`config.mk`:
```
export PLATFORM = sky130hd
export DESIGN_NAME = dmem_responder
export DESIGN_NICKNAME = d
export VERILOG_FILES = /design/src/rtl/dmem_defs_pkg.sv /design/src/rtl/dmem_array.sv /design/src/rtl/dmem_responder.sv
export SDC_FILE = /design/constraint.sdc
export NUM_CORES = 1
export LEC_CHECK = 0
export ABC_AREA = 1
export BUFFER_PORTS_ARGS = -buffer_cell sky130_fd_sc_hd__buf_2
export CAP_MARGIN = 0
export CORE_AREA = 2 2 521 316
export CTS_CLUSTER_SIZE = 28
export DETAILED_ROUTE_END_ITERATION = 7
export DIE_AREA = 0 0 523 318
export HOLD_SLACK_MARGIN = 0.08
export PLACE_DENSITY_LB_ADDON = 0.05
export SYNTH_ARGS = -nofsm -noshare
export SYNTH_HDL_FRONTEND = slang
export SYNTH_SLANG_ARGS = --single-unit
```
`constraint.sdc`:
```
create_clock -name i_clock -period 3.4 [get_ports i_clock]
set_input_delay 0.34 -clock i_clock [delete_from_list [all_inputs] [get_ports i_clock]]
set_output_delay 0.34 -clock i_clock [all_outputs]
set_load 0.02 [all_outputs]
```
`src/rtl/dmem_defs_pkg.sv`:
```
// rtl/dmem_defs_pkg.sv - shared state encoding and default sizing for the dmem responder
package dmem_defs_pkg;

  typedef enum logic [1:0] {
    ST_IDLE = 2'd0,
    ST_WAIT = 2'd1,
    ST_RESP = 2'd2
  } state_t;

  localparam int DEF_DEPTH       = 32;
  localparam int DEF_ADDR_W      = 5;
  localparam int DEF_WAIT_CYCLES = 1;
  localparam int CNT_W           = 4;

endpackage

```
`src/rtl/dmem_array.sv`:
```
// rtl/dmem_array.sv - single-port synchronous word RAM with registered, write-through read port
module dmem_array #(
  parameter int DEPTH  = 32,
  parameter int ADDR_W = 5
) (
  input  logic              i_clock,
  input  logic              i_resetn,
  input  logic              i_en,
  input  logic              i_we,
  input  logic [ADDR_W-1:0] i_idx,
  input  logic [31:0]       i_wdata,
  output logic [31:0]       o_rdata
);

  logic [31:0] r_mem [DEPTH];
  logic [31:0] r_rdata;

  // Storage is deliberately never reset; only the read register is.
  always_ff @(posedge i_clock) begin
    if (i_en && i_we) begin
      r_mem[i_idx] <= i_wdata;
    end
  end

  always_ff @(posedge i_clock) begin
    if (!i_resetn) begin
      r_rdata <= '0;
    end else if (i_en) begin
      r_rdata <= i_we ? i_wdata : r_mem[i_idx];
    end
  end

  assign o_rdata = r_rdata;

endmodule

```
`src/rtl/dmem_responder.sv`:
```
// rtl/dmem_responder.sv - MEM-stage data memory responder: req/ack handshake, wait states, word array
// Optional alignment checking is enabled by defining DMEM_ALIGN_CHECK_EN.
module dmem_responder
  import dmem_defs_pkg::*;
#(
  parameter int DEPTH       = DEF_DEPTH,
  parameter int ADDR_W      = DEF_ADDR_W,
  parameter int WAIT_CYCLES = DEF_WAIT_CYCLES
) (
  input  logic        i_clock,
  input  logic        i_resetn,
  input  logic        i_req,
  input  logic        i_we,
  input  logic [31:0] i_addr,
  input  logic [31:0] i_wdata,
  output logic        o_ack,
  output logic [31:0] o_rdata,
  output logic        o_busy,
  output logic        o_err
);

  state_t             r_state;
  state_t             w_next;
  logic [CNT_W-1:0]   r_cnt;
  logic [ADDR_W-1:0]  r_idx;
  logic               r_we;
  logic [31:0]        r_wdata;
  logic               w_access;
  logic               w_en;
  logic               w_we;
  logic [31:0]        w_arr_rdata;
  logic               w_unused_addr;

  assign w_unused_addr = ^{i_addr[31:ADDR_W+2], i_addr[1:0]};

  always_ff @(posedge i_clock) begin
    if (!i_resetn) begin
      r_state <= ST_IDLE;
      r_cnt   <= '0;
      r_idx   <= '0;
      r_we    <= 1'b0;
      r_wdata <= '0;
    end else begin
      r_state <= w_next;
      if (r_state == ST_IDLE && i_req) begin
        r_cnt   <= CNT_W'(WAIT_CYCLES);
        r_idx   <= i_addr[ADDR_W+1:2];
        r_we    <= i_we;
        r_wdata <= i_wdata;
      end else if (r_state == ST_WAIT && r_cnt != '0) begin
        r_cnt <= r_cnt - CNT_W'(1);
      end
    end
  end

  always_comb begin
    w_next = r_state;
    case (r_state)
      ST_IDLE: if (i_req) w_next = ST_WAIT;
      ST_WAIT: if (r_cnt == '0) w_next = ST_RESP;
      ST_RESP: w_next = ST_IDLE;
      default: w_next = ST_IDLE;
    endcase
  end

  assign w_access = (r_state == ST_WAIT) && (r_cnt == '0);
  // A reset landing on the access edge must abort the write too.
  assign w_en     = w_access && i_resetn;
  assign o_ack    = (r_state == ST_RESP);
  assign o_busy   = (r_state != ST_IDLE);

`ifdef DMEM_ALIGN_CHECK_EN
  logic r_misalign;
  logic r_bad;

  always_ff @(posedge i_clock) begin
    if (!i_resetn) begin
      r_misalign <= 1'b0;
      r_bad      <= 1'b0;
    end else begin
      if (r_state == ST_IDLE && i_req) begin
        r_misalign <= (i_addr[1:0] != 2'b00);
      end
      if (w_access) begin
        r_bad <= r_misalign;
      end
    end
  end

  assign w_we    = r_we && !r_misalign;
  assign o_rdata = r_bad ? 32'd0 : w_arr_rdata;
  assign o_err   = o_ack && r_bad;
`else
  assign w_we    = r_we;
  assign o_rdata = w_arr_rdata;
  assign o_err   = 1'b0;
`endif

  dmem_array #(
    .DEPTH  (DEPTH),
    .ADDR_W (ADDR_W)
  ) u_array (
    .i_clock  (i_clock),
    .i_resetn (i_resetn),
    .i_en     (w_en),
    .i_we     (w_we),
    .i_idx    (r_idx),
    .i_wdata  (r_wdata),
    .o_rdata  (w_arr_rdata)
  );

endmodule

```
==> flow_summary.json <==
{
  "status": "completed",
  "syn_area_um2": 44900,
  "slowest_stage": "nor3_2",
  "synthArstFlopShare": 0,
  "die_h_um": 318,
  "switching_share": 0.262,
  "crit_chain": "inv_2, nor3_2, inv_2, nor2_4, buf_12",
  "final_cell_area_um2": 53300,
  "tritoncts": "yes",
  "synth_area_leaders": "edfxtp_1 (68%), nand2_1 (21%), dfxtp_1 (3.4%), a21oi_1 (1.2%), nand3_1 (1.1%)",
  "io_pins": 103,
  "synth-edff-count": 1024,
  "synth_mux_area_frac": 0,
  "grt_pass1_vias": 29400,
  "ys_types": 24,
  "setup_tns_ns": 0,
  "period_minus_slack_ns": 2.94,
  "final.period_utilization": 0.866,
  "synth.avg_cell_area_um2": 10.4,
  "required_ns": 3.83,
  "cp_slowest_stage_delay_ns": 0.75,
  "slew_headroom": 0.362,
  "hold_path_end": "r_wdata[7]$_SDFFE_PN0P_",
  "wirelength_um": 160000,
  "power.switching_mw": 8.01,
  "synth-compound-area-share": 0.0166,
  "hp-class": "in -> reg",
  "worstMarginPinSlew_ns": 0.952,
  "synth_commonest_cells": "nand2_1 (2559), edfxtp_1 (1024), nor2_1 (113)",
  "start_util": 0.277,
  "grt_max_degree": 94,
  "fin_ws_ns": 0.456,
  "crit_fanout": 14,
  "timing_hold_violations_final": 0,
  "r2r_end": "u_array.r_mem[9][24]$_DFFE_PP_",
  "hold_path_depth": 3,
  "finalClockSkew_ns": 0.0565,
  "dp.cells": 6554,
  "synth_area_leader_cell": "edfxtp_1",
  "vdd_drop_max_uv": 392,
  "synth_top_cell_area_share": 0.685,
  "dp_slack_ns": 0.449,
  "cp-start-kind": "register",
  "cp_num_buf_inv": 3,
  "cts-root-buf": "clkbuf_16",
  "nNetsFinal": 4613,
  "worst_ep_arrival_time_ns": 3.38,
  "rrSetupSlack_ns": 0.46,
  "cp-end-kind": "register",
  "synth_most_common_cell": "nand2_1",
  "r2r_cells": 5,
  "cts-htree-levels": 3,
  "crit_type": "reg -> reg",
  "r2r_start": "r_idx[3]$_SDFFE_PN0P_",
  "startpoint": "r_idx[3]$_SDFFE_PN0P_",
  "synth_simple_gate_area_share": 0.236,
  "num_rows": 115,
  "fin_util": 0.329,
  "hpwlAfterDp_um": 93200,
  "synth_nets": 4404,
  "cts_resized": 0,
  "drc": 0,
  "die-area_um2": 166000,
  "drive_gt1_frac": 0.102,
  "met3_usage": 0.0287,
  "vias": 30000,
  "finalMaxSlewViolations": 0,
  "cts_sinks": 1100,
  "grt_busiest_layer": "met1",
  "cts_buffers": 115,
  "pwr-share-seq": 0.493,
  "wire_per_inst_um": 23.6,
  "die_w_um": 523,
  "synth_xor_area_frac": 0,
  "synth_ff_type": "edfxtp_1",
  "crit_family": "simple AND/OR/NAND/NOR gates",
  "power.density_nw_per_um2": 573,
  "rsz0062_at_grt": "no",
  "antenna_found_initial": 8,
  "grt_pass1_wl_um": 227000,
  "cts_max_path_buffers": 3,
  "ctsHoldBuffers": 37,
  "setup_viol": 0,
  "whs_ns": 0.132,
  "path_depth": 5,
  "clock_latency_ns": 0.76,
  "ys_seq_area_frac": 0.718,
  "netlist_instances": 4335,
  "gr-total-overflow": 0,
  "core_area_um2": 162000,
  "grt.total_usage": 0.192,
  "path_clk_slew_ns": 0.07,
  "pwr-share-clk": 0.401,
  "drtAntennaViolNets": 0,
  "placed_area_um2": 49400,
  "pwr-share-comb": 0.106,
  "yosys_warnings": 0,
  "finalPower_mw": 30.6,
  "ys_ff_latch": 1100,
  "gp_congestion": 0.732,
  "via_per_inst": 4.41,
  "leakagePower_nw": 21.2,
  "use_met1": 0.310,
  "hp-start": "i_wdata[7]",
  "synthAdderAreaFrac": 0.000279,
  "maxCapViolCount": 0,
  "portBuffers": 74,
  "grtUsageMet2": 0.268,
  "area_growth_syn_to_layout_pct": 18.7,
  "drt_first_pass_iters": 5,
  "synth_top_family_by_area": "simple AND/OR/NAND/NOR gates",
  "post-cts-setup-buffers": 0,
  "cpMostUsedCell": "inv_2",
  "max_freq_ghz": 0.340,
  "drt_iter0_drc": 2461,
  "power.internal_mw": 22.6,
  "layoutNonFillerInstCount": 6803
}
## worst max path at each step
stage	to	slack, ns
floorplan	u_array.r_mem[11][0]$_DFFE_PP_	0.12
global placement	u_array.r_mem[9][7]$_DFFE_PP_	0.44
detailed placement	u_array.r_mem[9][7]$_DFFE_PP_	0.45
CTS	u_array.r_mem[9][24]$_DFFE_PP_	0.42
global route	u_array.r_mem[9][24]$_DFFE_PP_	0.38
finish	u_array.r_mem[9][24]$_DFFE_PP_	0.46
## tightest hold or removal path: stages
cell     delay [ns]
buf_2          0.07
o21ai_0        0.24
a21oi_1        0.19
## power by group through the flow
stage          logic [mW]  registers [mW]  clock network (mW)
2_1_floorplan        1.53            15.5                   0
3_3_place_gp         3.28            15.4                   0
3_5_place_dp         3.27            15.4                   0
4_1_cts              3.31            15.1                12.7
5_1_grt              3.62            15.1                13.1
6_report             3.24            15.1                12.3
## flip-flops by register name, summed over array words and instances (netlist names)
| signal | count |
|---|---|
| r_cnt | 4 |
| r_idx | 5 |
| r_state | 2 |
| r_wdata | 32 |
| r_we | 1 |
| u_array.o_rdata | 32 |
| u_array.r_mem | 1024 |
## routing by layer
layer	up-vias	part of all wire	wire length, um
met4	0	0.019	3000
li1	14600	-	-
met1	14700	0.54	86200
met2	537	0.40	64000
met3	173	0.044	7030
met5	-	0	0
## logic make-up after synthesis
logic type | after synthesis
buffers and inverters | 303
other | 1
DFF | 1100
AOI/OAI and AO/OA | 148
adders and majority gates | 1
and+or+nand+nor | 2782
## placed cells by master, fill, tap and decap left out
cell type	synthesis	final
clkinv_2	0	15
nor3b_1	1	1
a211oi_1	1	1
dfxtp_2	0	1
nor2_4	0	33
nand2_1	2559	2558
buf_4	3	152
clkinv_8	0	2
nor3b_4	0	1
ha_1	1	1
clkbuf_8	0	12
dfxtp_4	0	2
o21ai_0	39	39
o31ai_1	1	1
diode_2	0	2
inv_8	0	3
nor3_2	6	2
conb_1	1	1
nor4_1	1	1
nand3_1	98	98
dfxtp_1	76	73
clkbuf_16	0	116
nor2_1	113	81
a21oi_1	107	107
clkbuf_1	100	36
buf_12	0	44
bufinv_16	0	3
clkinv_1	1	24
buf_2	92	74
inv_6	0	1
inv_2	6	6
edfxtp_1	1024	1024
clkinv_16	0	1
nor3_4	0	6
nand2_4	0	1
dlygate4sd3_1	0	37
inv_1	81	79
## area by class of cell
| type | count | area (um2) |
|---|---|---|
| repair buffers | 307 | 2760 |
| clock inverters | 46 | 334 |
| diodes | 2 | 5.00 |
| clock buffers | 164 | 3200 |
| well taps | 2164 | 2710 |
| multi-input cells | 2932 | 11700 |
| inverters | 88 | 345 |
| flip-flops and latches | 1100 | 32300 |
| fillers | 16600 | 109000 |
Note: power is estimated with default switching activity, not from simulation.
